===== src/rtl/mul_acc.sv =====
// Accumulates TERMS consecutive multiplier products into one frame sum and
// presents it on a valid/ready output. It also keeps a sticky lost-carry flag.
module mul_acc #(
   parameter int DATAWIDTH = 8,
   parameter int TERMS     = 4
) (
   input  logic                 Clk,
   input  logic                 Rst,
   input  logic [DATAWIDTH-1:0] in_data,
   input  logic                 in_valid,
   output logic                 in_ready,
   input  logic                 clr,
   output logic [DATAWIDTH-1:0] out_data,
   output logic                 out_ovf,
   output logic                 out_valid,
   input  logic                 out_ready
);

   typedef enum logic {
      ACC  = 1'b0,
      HOLD = 1'b1
   } state_t;

   localparam logic [7:0] LAST_CNT = 8'(TERMS - 1);

   state_t                 state_q, state_d;
   logic [DATAWIDTH-1:0]   acc_q, acc_d;
   logic [7:0]             cnt_q, cnt_d;
   logic                   ovf_q, ovf_d;
   logic [DATAWIDTH-1:0]   out_data_q, out_data_d;
   logic                   out_ovf_q, out_ovf_d;
   logic                   out_valid_q, out_valid_d;
   logic [DATAWIDTH:0]     sum;

   // One extra bit on the adder exposes the carry that the wrapped sum drops.
   always_comb begin
      sum         = {1'b0, acc_q} + {1'b0, in_data};
      state_d     = state_q;
      acc_d       = acc_q;
      cnt_d       = cnt_q;
      ovf_d       = ovf_q;
      out_data_d  = out_data_q;
      out_ovf_d   = out_ovf_q;
      out_valid_d = out_valid_q;

      if (clr) begin
         state_d     = ACC;
         acc_d       = '0;
         cnt_d       = '0;
         ovf_d       = 1'b0;
         out_data_d  = '0;
         out_ovf_d   = 1'b0;
         out_valid_d = 1'b0;
      end else begin
         case (state_q)
            ACC: begin
               if (in_valid) begin
                  if (cnt_q == LAST_CNT) begin
                     out_data_d  = sum[DATAWIDTH-1:0];
                     out_ovf_d   = ovf_q | sum[DATAWIDTH];
                     out_valid_d = 1'b1;
                     acc_d       = '0;
                     cnt_d       = '0;
                     ovf_d       = 1'b0;
                     state_d     = HOLD;
                  end else begin
                     acc_d = sum[DATAWIDTH-1:0];
                     ovf_d = ovf_q | sum[DATAWIDTH];
                     cnt_d = cnt_q + 8'd1;
                  end
               end
            end
            HOLD: begin
               if (out_ready) begin
                  out_valid_d = 1'b0;
                  state_d     = ACC;
               end
            end
            default: state_d = ACC;
         endcase
      end
   end

   always_ff @(posedge Clk) begin
      if (Rst) begin
         state_q     <= ACC;
         acc_q       <= '0;
         cnt_q       <= '0;
         ovf_q       <= 1'b0;
         out_data_q  <= '0;
         out_ovf_q   <= 1'b0;
         out_valid_q <= 1'b0;
      end else begin
         state_q     <= state_d;
         acc_q       <= acc_d;
         cnt_q       <= cnt_d;
         ovf_q       <= ovf_d;
         out_data_q  <= out_data_d;
         out_ovf_q   <= out_ovf_d;
         out_valid_q <= out_valid_d;
      end
   end

   // Ready depends only on registered state, so out_ready never ripples upstream.
   assign in_ready  = (state_q == ACC);
   assign out_data  = out_data_q;
   assign out_ovf   = out_ovf_q;
   assign out_valid = out_valid_q;

endmodule


===== config.mk =====
export PLATFORM = sky130hd
export DESIGN_NAME = mul_acc
export DESIGN_NICKNAME = d
export VERILOG_FILES = /design/src/rtl/mul_acc.sv
export SDC_FILE = /design/constraint.sdc
export NUM_CORES = 1
export LEC_CHECK = 0
export CORE_ASPECT_RATIO = 0.8
export CORE_MARGIN = 2
export CORE_UTILIZATION = 32
export CTS_CLUSTER_DIAMETER = 200
export DETAILED_ROUTE_END_ITERATION = 7
export GPL_TIMING_DRIVEN = 0
export PLACE_DENSITY_LB_ADDON = 0.12
export SYNTH_ARGS = -nofsm -noshare
export SYNTH_HDL_FRONTEND = slang
export SYNTH_SLANG_ARGS = --single-unit

===== constraint.sdc =====
create_clock -name Clk -period 5.54 [get_ports Clk]
set_input_delay 0.554 -clock Clk [delete_from_list [all_inputs] [get_ports Clk]]
set_output_delay 0.554 -clock Clk [all_outputs]
set_load 0.03 [all_outputs]

## Yosys cells after proc, flatten, opt, wreduce, memory -nomap -nowiden

Index checks and enable logic that the tools add are counted.

- Add/subtract/negate cells: 2
- Equality and inequality tests: 4
- Multiplexer cells: 11
- Bitwise operators: 2
- Reduce and logical (&&, ||, !) cells: 4

Operators with widths:

| cell | count |
|---|---|
| two-way mux 8 bit | 2 |
| adder 8 x 8 -> 9 bit | 1 |
| adder 8 x 1 -> 8 bit, second input constant | 1 |
| equality test 8 x 2 -> 1 bit, second input constant | 1 |
| two-way mux 1 bit | 7 |
| AND reduction 3 bit | 2 |
| inequality test 2 bit, second input constant | 2 |
| case mux 1 bit (2 select lines) | 2 |
| inequality test 2 x 1 -> 1 bit, second input constant | 1 |
| AND reduction 2 bit | 1 |
| OR reduction 2 bit | 1 |
| inverter 1 bit | 1 |
| bitwise OR 1 bit | 1 |

- Bits in registers: 28
- Logic and storage cells: 30

## Logic depth before layout (Yosys ltp)

Gate-level depths: netlist of the first run.

- Depth in word-level cells: 4
- Mapped depth: 8
- Mapped depth without buffers: 8

## Worst setup path after synthesis of the first run

OpenSTA, ideal clock, no wires.

- Kind: register to register
- Start point: register cnt_q[0]
- End point: register out_ovf_q, in the netlist out_ovf
- Library setup time: 0.114 ns
- Arrival: 1.885 ns
- Required time: 5.426 ns
- Path slack: 3.541 ns
- Cell stages (with the launch flop): 7
- Buffers on the path: 0
- Path through: dfxtp_1 > ha_1 > or4b_4 > nor4_4 > a21oi_2 > a22o_1 > a21o_1

- Cells in the longest elaborated chain, start to end: 2

RTL lines:

| what | line | text |
|---|---|---|
| start: declaration | 28 | `logic [7:0] cnt_q, cnt_d;` |
| start signal: assignment | 96 | `cnt_q <= cnt_d;` |
| equality test 8 x 2 -> 1 bit | 58 | `if (cnt_q == LAST_CNT) begin` |
| AND reduction 3 bit (no source line) | -- |  |
| end signal: assignment | 99 | `out_ovf_q <= out_ovf_d;` |
| end: declaration | 31 | `logic out_ovf_q, out_ovf_d;` |

Every way passes these cells.
A chain may end at the register's enable or synchronous reset.

## Worst setup path in the final report of the first run

- Start point: input port in_data[0]
- End point: register ovf_q

- Cells in the longest elaborated chain, start to end: 3

RTL lines:

| what | line | text |
|---|---|---|
| start: declaration | 9 | `input logic [DATAWIDTH-1:0] in_data,` |
| adder 8 x 8 -> 9 bit | 37 | `sum = {1'b0, acc_q} + {1'b0, in_data};` |
| bitwise OR 1 bit | 68 | `ovf_d = ovf_q \| sum[DATAWIDTH];` |
| two-way mux 1 bit | 58 |  |
| end signal: assignment | 97 | `ovf_q <= ovf_d;` |
| end: declaration | 29 | `logic ovf_q, ovf_d;` |

Every way passes these cells.

==> reports/metrics.cfg, run 1 <==
[outcome]
status=finished clean

[power_and_ir_drop]
clock_power_share_pct=33.5
totalPowerFinal_mw=0.384
ir_drop_v=0.000124
pwr-share-seq_pct=53.7
p_comb_share_pct=12.7
power.density_mw_per_mm2=223
swShare_pct=23.9
p_sw_mw=0.0920
internal_power_mw=0.292
p_leak_nw=0.698

[grt]
grt_max_degree=16
grt_pass1_vias=1048
grt_antenna_before_repair=0
grt_pass1_wl_um=5050
grtUsageTotal_pct=13.0
grt_overflow=0

[routing]
post-route-drc-count=0
via_per_inst=4.77
detail-route-antenna-nets=0
routedWlPerCell_um=13.3
drt_wl_total_um=2960
firstDrtPassIters=4
drt_iter0_markers=54
vias=1060

[sta]
skew_ns=0.00548
layout_min_cycle_time_ns=2.39
hold_viol=0
tightest_slew_ns=0.583
maxClockFrequency_mhz=419
drv_slew=0
rsz0062_at_grt=no
setup_ws_ns=3.15
fin_crit_sh_pct=43.1
relSlewSlack_pct=61.1
fin_setup_tns_ns=0
setup_violations=0

[final_layout]
fillers=431
nets=189
antenna_cells=0
final_cell_mix=dfxtp_1, clkdlybuf4s50_1, nor2_1, nand2_1, ha_1
syn_to_final_growth_pct=26.1
drive_above_1_share_pct=14.5
layout_commonest_cell=dfxtp_1

[floorplanning]
pin_count=24
dieHeight_um=62.5
die_w_um=77.1
die-area_mm2=0.00482
core_mm2=0.00415
row_count=21
initial_core_util_pct=32.9

[clocking]
clkTransAtPathRegs_ns=0.10
worst_skew_pair.late_latency_ns=0.28
cts_setup_buffers=0
cts_resized=0
cts-hold-fix-buffers=0
clock-sinks=28
htree_num_levels=1
cts_buffers=3
clockBufferDepth=2
clockRootBuffer=clkbuf_8
cts_tree=yes

[placed_design]
io_buffers=23
dp_worst_setup_slack_ns=2.89
place.gp.congestion=0.747
hpwlAfterDp_um=2180

[worst_hold_path]
hold_class=reg -> reg

[synth]
syn_area_mm2=0.00137
ys_seq_area_share_pct=41.0
synthesis.nets=161
yosys.cell_types.count=34
synth_seq_cells=28
syn_area_per_cell_um2=9.91
synthCells=138
yosysWarnings=0

[setup_path]
rrSetupSlack_ns=3.19
rr_worst_depth=6
path_cells=clkdlybuf4s50_1 > ha_1 > inv_1 > fa_1 > nand2b_1 > a21oi_1 > a211oi_1 > o21ai_0 > a22o_2
critical_path.slowest_cell=clkdlybuf4s50_1
cp-start-kind=input port
reg2reg_from=cnt_q[0]
crit_end=ovf_q
cp_max_fo=3
startpoint=in_data[0]
critical_path_class=in -> reg
worstSetupEndpointType=flop
critical_path_arrival_ns=2.61
r2r-end=out_ovf
slowest_delay_ns=0.46
required_ns=5.77

[job]
maxCapViolCount=0

power by group through the flow:
stage | Sequential [mW] | Combinational [mW] | Clock [mW]
after floorplan | 0.211 | 0.0326 | 0
after global placement | 0.211 | 0.0488 | 0
after detailed placement | 0.211 | 0.0490 | 0
after CTS | 0.207 | 0.0493 | 0.134
after global routing | 0.207 | 0.0548 | 0.141
final | 0.206 | 0.0489 | 0.129
kinds of logic after synthesis:
group                    synth area share (%)
AO/OA/AOI/OAI                            20.7
XOR/XNOR                                 7.69
adder cells (fa/ha/maj)                  9.70
buffers and inverters                    3.75
flip-flops                               41.0
AND/OR/NAND/NOR                          17.2
routing by layer:
layer,vias up,part of all wire [%],track usage [%]
li1,554,-,-
met1,486,52,18.7
met2,18,45,20.1
met3,2,3.3,3.47
met4,0,0.44,2.01
met5,-,0,0
critical path, delay by kind of cell:
kind,cells,cell delay (ns)
AND/OR/NAND/NOR,1,0.19
buffers and inverters,2,0.52
AO/OA/AOI/OAI,4,0.76
adder cells (fa/ha/maj),2,0.58
through the flow:
stage	cell area, µm²	cells	utilization (%)	hold slack [ns]
floorplan	1370	138	-	0.446
global route	1720	222	41.5	0.497
CTS	1720	222	41.5	0.475
global placement	1670	218	40.2	0.452
finish	1720	222	41.5	0.467
detailed placement	1670	218	40.2	0.458
layout make-up:
class	instances	area [µm²]	share of cell area (%)
clock buffers	4	55.1	3.19
multi-input cells	103	756	43.8
repair buffers	23	230	13.4
plain buffers	3	36.3	2.10
well taps	57	71.3	4.14
flip-flops and latches	28	561	32.5
inverters	4	15.0	0.871
Yosys cell counts:
cell | count | area share [%]
or4b_4 | 1 | 1.0
xor2_1 | 7 | 4.5
and3_2 | 1 | 0.55
o21ai_0 | 4 | 1.5
a21oi_2 | 1 | 0.64
o211ai_1 | 1 | 0.55
a22oi_1 | 2 | 1.1
a21oi_1 | 7 | 2.6
xnor2_1 | 5 | 3.2
a211oi_1 | 2 | 1.1
fa_1 | 1 | 1.5
nor4_4 | 1 | 1.6
clkbuf_8 | 1 | 1.0
nor2_1 | 15 | 4.1
nand3_1 | 5 | 1.8
nor2_2 | 1 | 0.46
a21o_2 | 1 | 0.64
and2b_2 | 1 | 0.64
nand2b_1 | 2 | 0.91
buf_6 | 2 | 1.6
ha_1 | 9 | 8.2
a22o_1 | 6 | 3.8
and4_1 | 1 | 0.64
nand2_1 | 9 | 2.5
inv_1 | 4 | 1.1
nand4_1 | 2 | 0.91
nor3_1 | 2 | 0.73
and3_1 | 1 | 0.46
o31ai_1 | 1 | 0.55
a22o_2 | 8 | 5.9
dfxtp_1 | 28 | 41
a41o_1 | 1 | 0.73
or2_2 | 2 | 0.91
a21o_1 | 3 | 1.6
how the worst min path moves through the flow:
| stage | end | depth (start not counted) | slack [ns] | start |
|---|---|---|---|---|
| final | out_valid | 2 | 0.47 | out_valid |
| after CTS | out_valid | 2 | 0.47 | out_valid |
| after detailed placement | out_valid | 2 | 0.46 | out_valid |
| after global placement | out_valid | 2 | 0.45 | out_valid |
| after floorplan | acc_q[7] | 1 | 0.45 | acc_q[7] |
| after global routing | out_valid | 2 | 0.50 | out_valid |
registers in the layout, summed over array words and instances (netlist names):
| name | cells |
|---|---|
| state_q | 1 |
| cnt_q | 8 |
| out_ovf | 1 |
| ovf_q | 1 |
| acc_q | 8 |
| out_valid | 1 |
| out_data | 8 |
Note: power is estimated with default switching activity, not from simulation.
==> run 2: changes to the inputs <==
==> constraint.sdc (replaced) <==
create_clock -name Clk -period 2.45 [get_ports Clk]
set_input_delay 0.245 -clock Clk [delete_from_list [all_inputs] [get_ports Clk]]
set_output_delay 0.245 -clock Clk [all_outputs]
set_load 0.03 [all_outputs]
==> reports/metrics.cfg, run 2 (synthesis results as in run 1) <==
[clocking]
htree_num_levels=1
clkTransAtPathRegs_ns=0.10
clockBufferDepth=2
clockRootBuffer=clkbuf_8
cts_resized=0
cts_tree=yes
cts_setup_buffers=0
clock-sinks=28
cts-hold-fix-buffers=0
worst_skew_pair.late_latency_ns=0.28
cts_buffers=3

[setup_path]
path_cells=ha_1 > or4b_4 > nor4_4 > buf_4 > a21o_2 > nor2_2 > a22o_1
reg2reg_from=cnt_q[0]
cp-start-kind=flop
cp_max_fo=7
critical_path_arrival_ns=2.46
slowest_delay_ns=0.49
critical_path.slowest_cell=or4b_4
worstSetupEndpointType=flop
required_ns=2.63
critical_path_class=reg -> reg
startpoint=cnt_q[0]

[grt]
grt_pass1_wl_um=5050
grt_overflow=0
grt_antenna_before_repair=0
grt_pass1_vias=1048
grtUsageTotal_pct=13.0
grt_max_degree=16

[final_layout]
layout_commonest_cell=dfxtp_1
drive_above_1_share_pct=15.6
multi_input_area_um2=756
regArea_um2=561
fillers=434
nets=191
final_area_mm2=0.00174
fin_cells=224
final_cell_mix=dfxtp_1, clkdlybuf4s50_1, nor2_1, nand2_1, ha_1
syn_to_final_growth_pct=27.2
antenna_cells=0

[worst_hold_path]
hold_class=reg -> reg
hp-start=out_valid

[routing]
post-route-drc-count=0
detail-route-antenna-nets=0
via_per_inst=4.77
routedWlPerCell_um=13.3
drt_wl_total_um=2980
drt_iter0_markers=70
firstDrtPassIters=4
vias=1068

[floorplanning]
initial_core_util_pct=32.9
die_w_um=77.1
row_count=21
core_mm2=0.00415
dieHeight_um=62.5
pin_count=24
die-area_mm2=0.00482

[job]
maxCapViolCount=0

[sta]
hold_viol=0
relSlewSlack_pct=61.1
setup_violations=0
rsz0062_at_grt=no
layout_min_cycle_time_ns=2.28
maxClockFrequency_mhz=439
skew_ns=0.00498
fin_crit_sh_pct=93.1
fin_setup_tns_ns=0
tightest_slew_ns=0.583
drv_slew=0

[placed_design]
dp.cells=218
place.gp.congestion=0.747
place_area_mm2=0.00167
io_buffers=23
hpwlAfterDp_um=2180

[power_and_ir_drop]
power.density_mw_per_mm2=499
p_leak_nw=0.707
ir_drop_v=0.000280

[outcome]
status=finished clean

==> run 2: cell types whose count changed in the layout (fill, tap and decap cells not counted) <==
cell,delta
buf_4,+2
==> run 2: worst max-delay path: cells and delay by family (launching register included) <==
family / cells / cell delay [ns]
and+or+nand+nor: 3 / 0.86
DFF: 1 / 0.45
AOI/OAI and AO/OA: 2 / 0.45
adders and majority gates: 1 / 0.25
buffers and inverters: 1 / 0.17
==> run 2: worst paths after layout <==
kind                    end  slack (ns)  cells past startpoint
hold / removal    out_valid        0.47                      2
hold reg to reg   out_valid        0.47                      2
setup reg to reg   acc_q[3]        0.17                      7
setup / recovery   acc_q[3]        0.17                      7
==> run 2: power by group <==
| group | internal [mW] | total (mW) | switching [mW] |
|---|---|---|---|
| registers | 0.462 | 0.467 | 0.00498 |
| logic | 0.0551 | 0.111 | 0.0556 |
| clock network | 0.144 | 0.291 | 0.147 |
==> run 2: routing by layer <==
metal	routed length, µm	vias up	track usage [%]
met3	97	2	3.47
met1	1540	489	18.7
met5	0	-	0
met4	13	0	2.01
li1	-	559	-
met2	1330	18	20.1
==> run 2: metrics by stage <==
step	util (%)	setup slack (ns)	hold slack [ns]	power, mW
final	41.9	0.170	0.467	0.868
after CTS	41.5	0.0746	0.475	0.881
after global routing	41.9	0.0449	0.497	0.912
after floorplan	-	0.451	0.345	0.550
after global placement	40.2	0.116	0.452	0.588
after detailed placement	40.2	0.0995	0.458	0.588
==> run 2: area by class of cell <==
| type | instances | area share (%) |
|---|---|---|
| clock buffer | 4 | 3.17 |
| multi-input combinational | 103 | 43.5 |
| inverter | 4 | 0.863 |
| timing repair buffer | 25 | 14.1 |
| buffer | 3 | 2.09 |
| sequential | 28 | 32.2 |
| tap | 57 | 4.10 |
==> run 3: changes to the inputs <==
--- a/config.mk
+++ b/config.mk
@@ -11,6 +11,7 @@
 export CTS_CLUSTER_DIAMETER = 200
 export DETAILED_ROUTE_END_ITERATION = 7
 export GPL_TIMING_DRIVEN = 0
+export MAX_ROUTING_LAYER = met4
 export PLACE_DENSITY_LB_ADDON = 0.12
 export SYNTH_ARGS = -nofsm -noshare
 export SYNTH_HDL_FRONTEND = slang
==> constraint.sdc (replaced) <==
create_clock -name Clk -period 1.85 [get_ports Clk]
set_input_delay 0.185 -clock Clk [delete_from_list [all_inputs] [get_ports Clk]]
set_output_delay 0.185 -clock Clk [all_outputs]
set_load 0.03 [all_outputs]
==> reports/metrics.cfg, run 3 (synthesis results as in run 1) <==
[power_and_ir_drop]
ir_drop_v=0.000295
totalPowerFinal_mw=1.13
p_leak_nw=0.764
power.density_mw_per_mm2=597

[clocking]
clkTransAtPathRegs_ns=0.10
clock-sinks=28
cts_tree=yes
clockBufferDepth=2
cts_buffers=3
htree_num_levels=1
worst_skew_pair.late_latency_ns=0.27
clockRootBuffer=clkbuf_8

[grt]
grt_antenna_before_repair=0
grtUsageMet2_pct=21.5
grt_overflow=0
use_met1_pct=19.5
grt_max_degree=16
busiest_layer=met2
use_met3_pct=3.90
grtUsageTotal_pct=14.3
grt_pass1_vias=1125
grt_pass1_wl_um=5390

[final_layout]
drive_above_1_share_pct=24.6
fin_cells=232
nets=199
layout_commonest_cell=dfxtp_1
antenna_cells=0
fillers=422
fin_util_pct=45.4
final_area_mm2=0.00189
multi_input_area_um2=851
regArea_um2=569
final_cell_mix=dfxtp_1, clkdlybuf4s50_1, nor2_1, nand2_1
syn_to_final_growth_pct=37.9

[setup_path]
cp_max_fo=6
cp-start-kind=flop
critical_path_arrival_ns=2.08
required_ns=2.07
worstSetupEndpointType=flop
critical_path_class=reg -> reg
rr_worst_depth=8

[sta]
setup_violations=1
maxClockFrequency_mhz=538
skew_ns=0.00833
hold_viol=0
relSlewSlack_pct=72.8
drv_slew=0
rsz0062_at_grt=yes
tightest_slew_ns=0.406
fin_crit_sh_pct=101
setup_ws_ns=-0.00991
layout_min_cycle_time_ns=1.86

[placed_design]
place.gp.congestion=0.792
dp.cells=218
io_buffers=23
place_area_mm2=0.00170
hpwlAfterDp_um=2190

[routing]
routedWlPerCell_um=14.1
drt_iter0_markers=74
post-route-drc-count=0
firstDrtPassIters=4
drt_wl_total_um=3280
detail-route-antenna-nets=0
via_per_inst=4.84
vias=1124

[floorplanning]
initial_core_util_pct=32.9
row_count=21
die_w_um=77.1
die-area_mm2=0.00482
core_mm2=0.00415
pin_count=24
dieHeight_um=62.5

[outcome]
status=complete, but fails checks
violations=negative setup slack

[worst_hold_path]
hold_class=in -> reg
hold_depth=3

[job]
maxCapViolCount=0

==> run 3: final cells by class <==
type                       instances  share of cell area, %
buffer                             3                   1.92
tap                               57                   3.78
clock buffer                       4                   2.39
inverter                           4                  0.796
multi-input combinational        104                   45.1
timing repair buffer              32                   15.8
sequential                        28                   30.2
==> run 3: path summary, 6_finish.rpt <==
| path | from | endpoint | slack [ns] |
|---|---|---|---|
| worst max-delay path | cnt_q[0] | out_ovf | -0.01 |
| worst min-delay path | in_data[0] | out_data[0] | 0.44 |
| worst max register to register | cnt_q[0] | out_ovf | -0.01 |
| worst min register to register | out_data[1] | out_data[1] | 0.45 |
==> run 3: metal layers <==
| layer | vias to the layer above | routed length [µm] |
|---|---|---|
| met5 | - | 0 |
| li1 | 573 | - |
| met1 | 511 | 1510 |
| met2 | 36 | 1490 |
| met3 | 4 | 243 |
| met4 | 0 | 34 |
==> run 3: what timing repair did <==
item,4_1_cts,5_1_grt
resized for setup,9,7
cloned,2,0
pin swaps,5,5
setup endpoints to repair,27,18
setup buffers,6,2
hold buffers,0,0
==> run 3: through the flow <==
step	setup slack [ns]	setup TNS [ns]	hold WS (ns)
after detailed placement	-0.392	-5.81	0.441
after global routing	-0.122	-0.651	0.446
final	-0.00991	-0.00991	0.438
after global placement	-0.393	-5.62	0.434
after floorplan	-0.134	-1.07	0.286
after CTS	-0.0145	-0.0145	0.429
==> run 3: critical path: stages, from the launching register on <==
cell	delay (ns)
dfxtp_4	0.37
ha_4	0.12
or4b_4	0.47
nor4_4	0.16
buf_6	0.16
and3_4	0.19
buf_6	0.12
a22o_1	0.12
a21o_1	0.08
==> run 3: power by group <==
| group | switching (mW) | internal, mW | leakage (nW) |
|---|---|---|---|
| Clock | 0.185 | 0.154 | 0.0228 |
| Sequential | 0.00627 | 0.610 | 0.228 |
| Combinational | 0.0877 | 0.0834 | 0.513 |
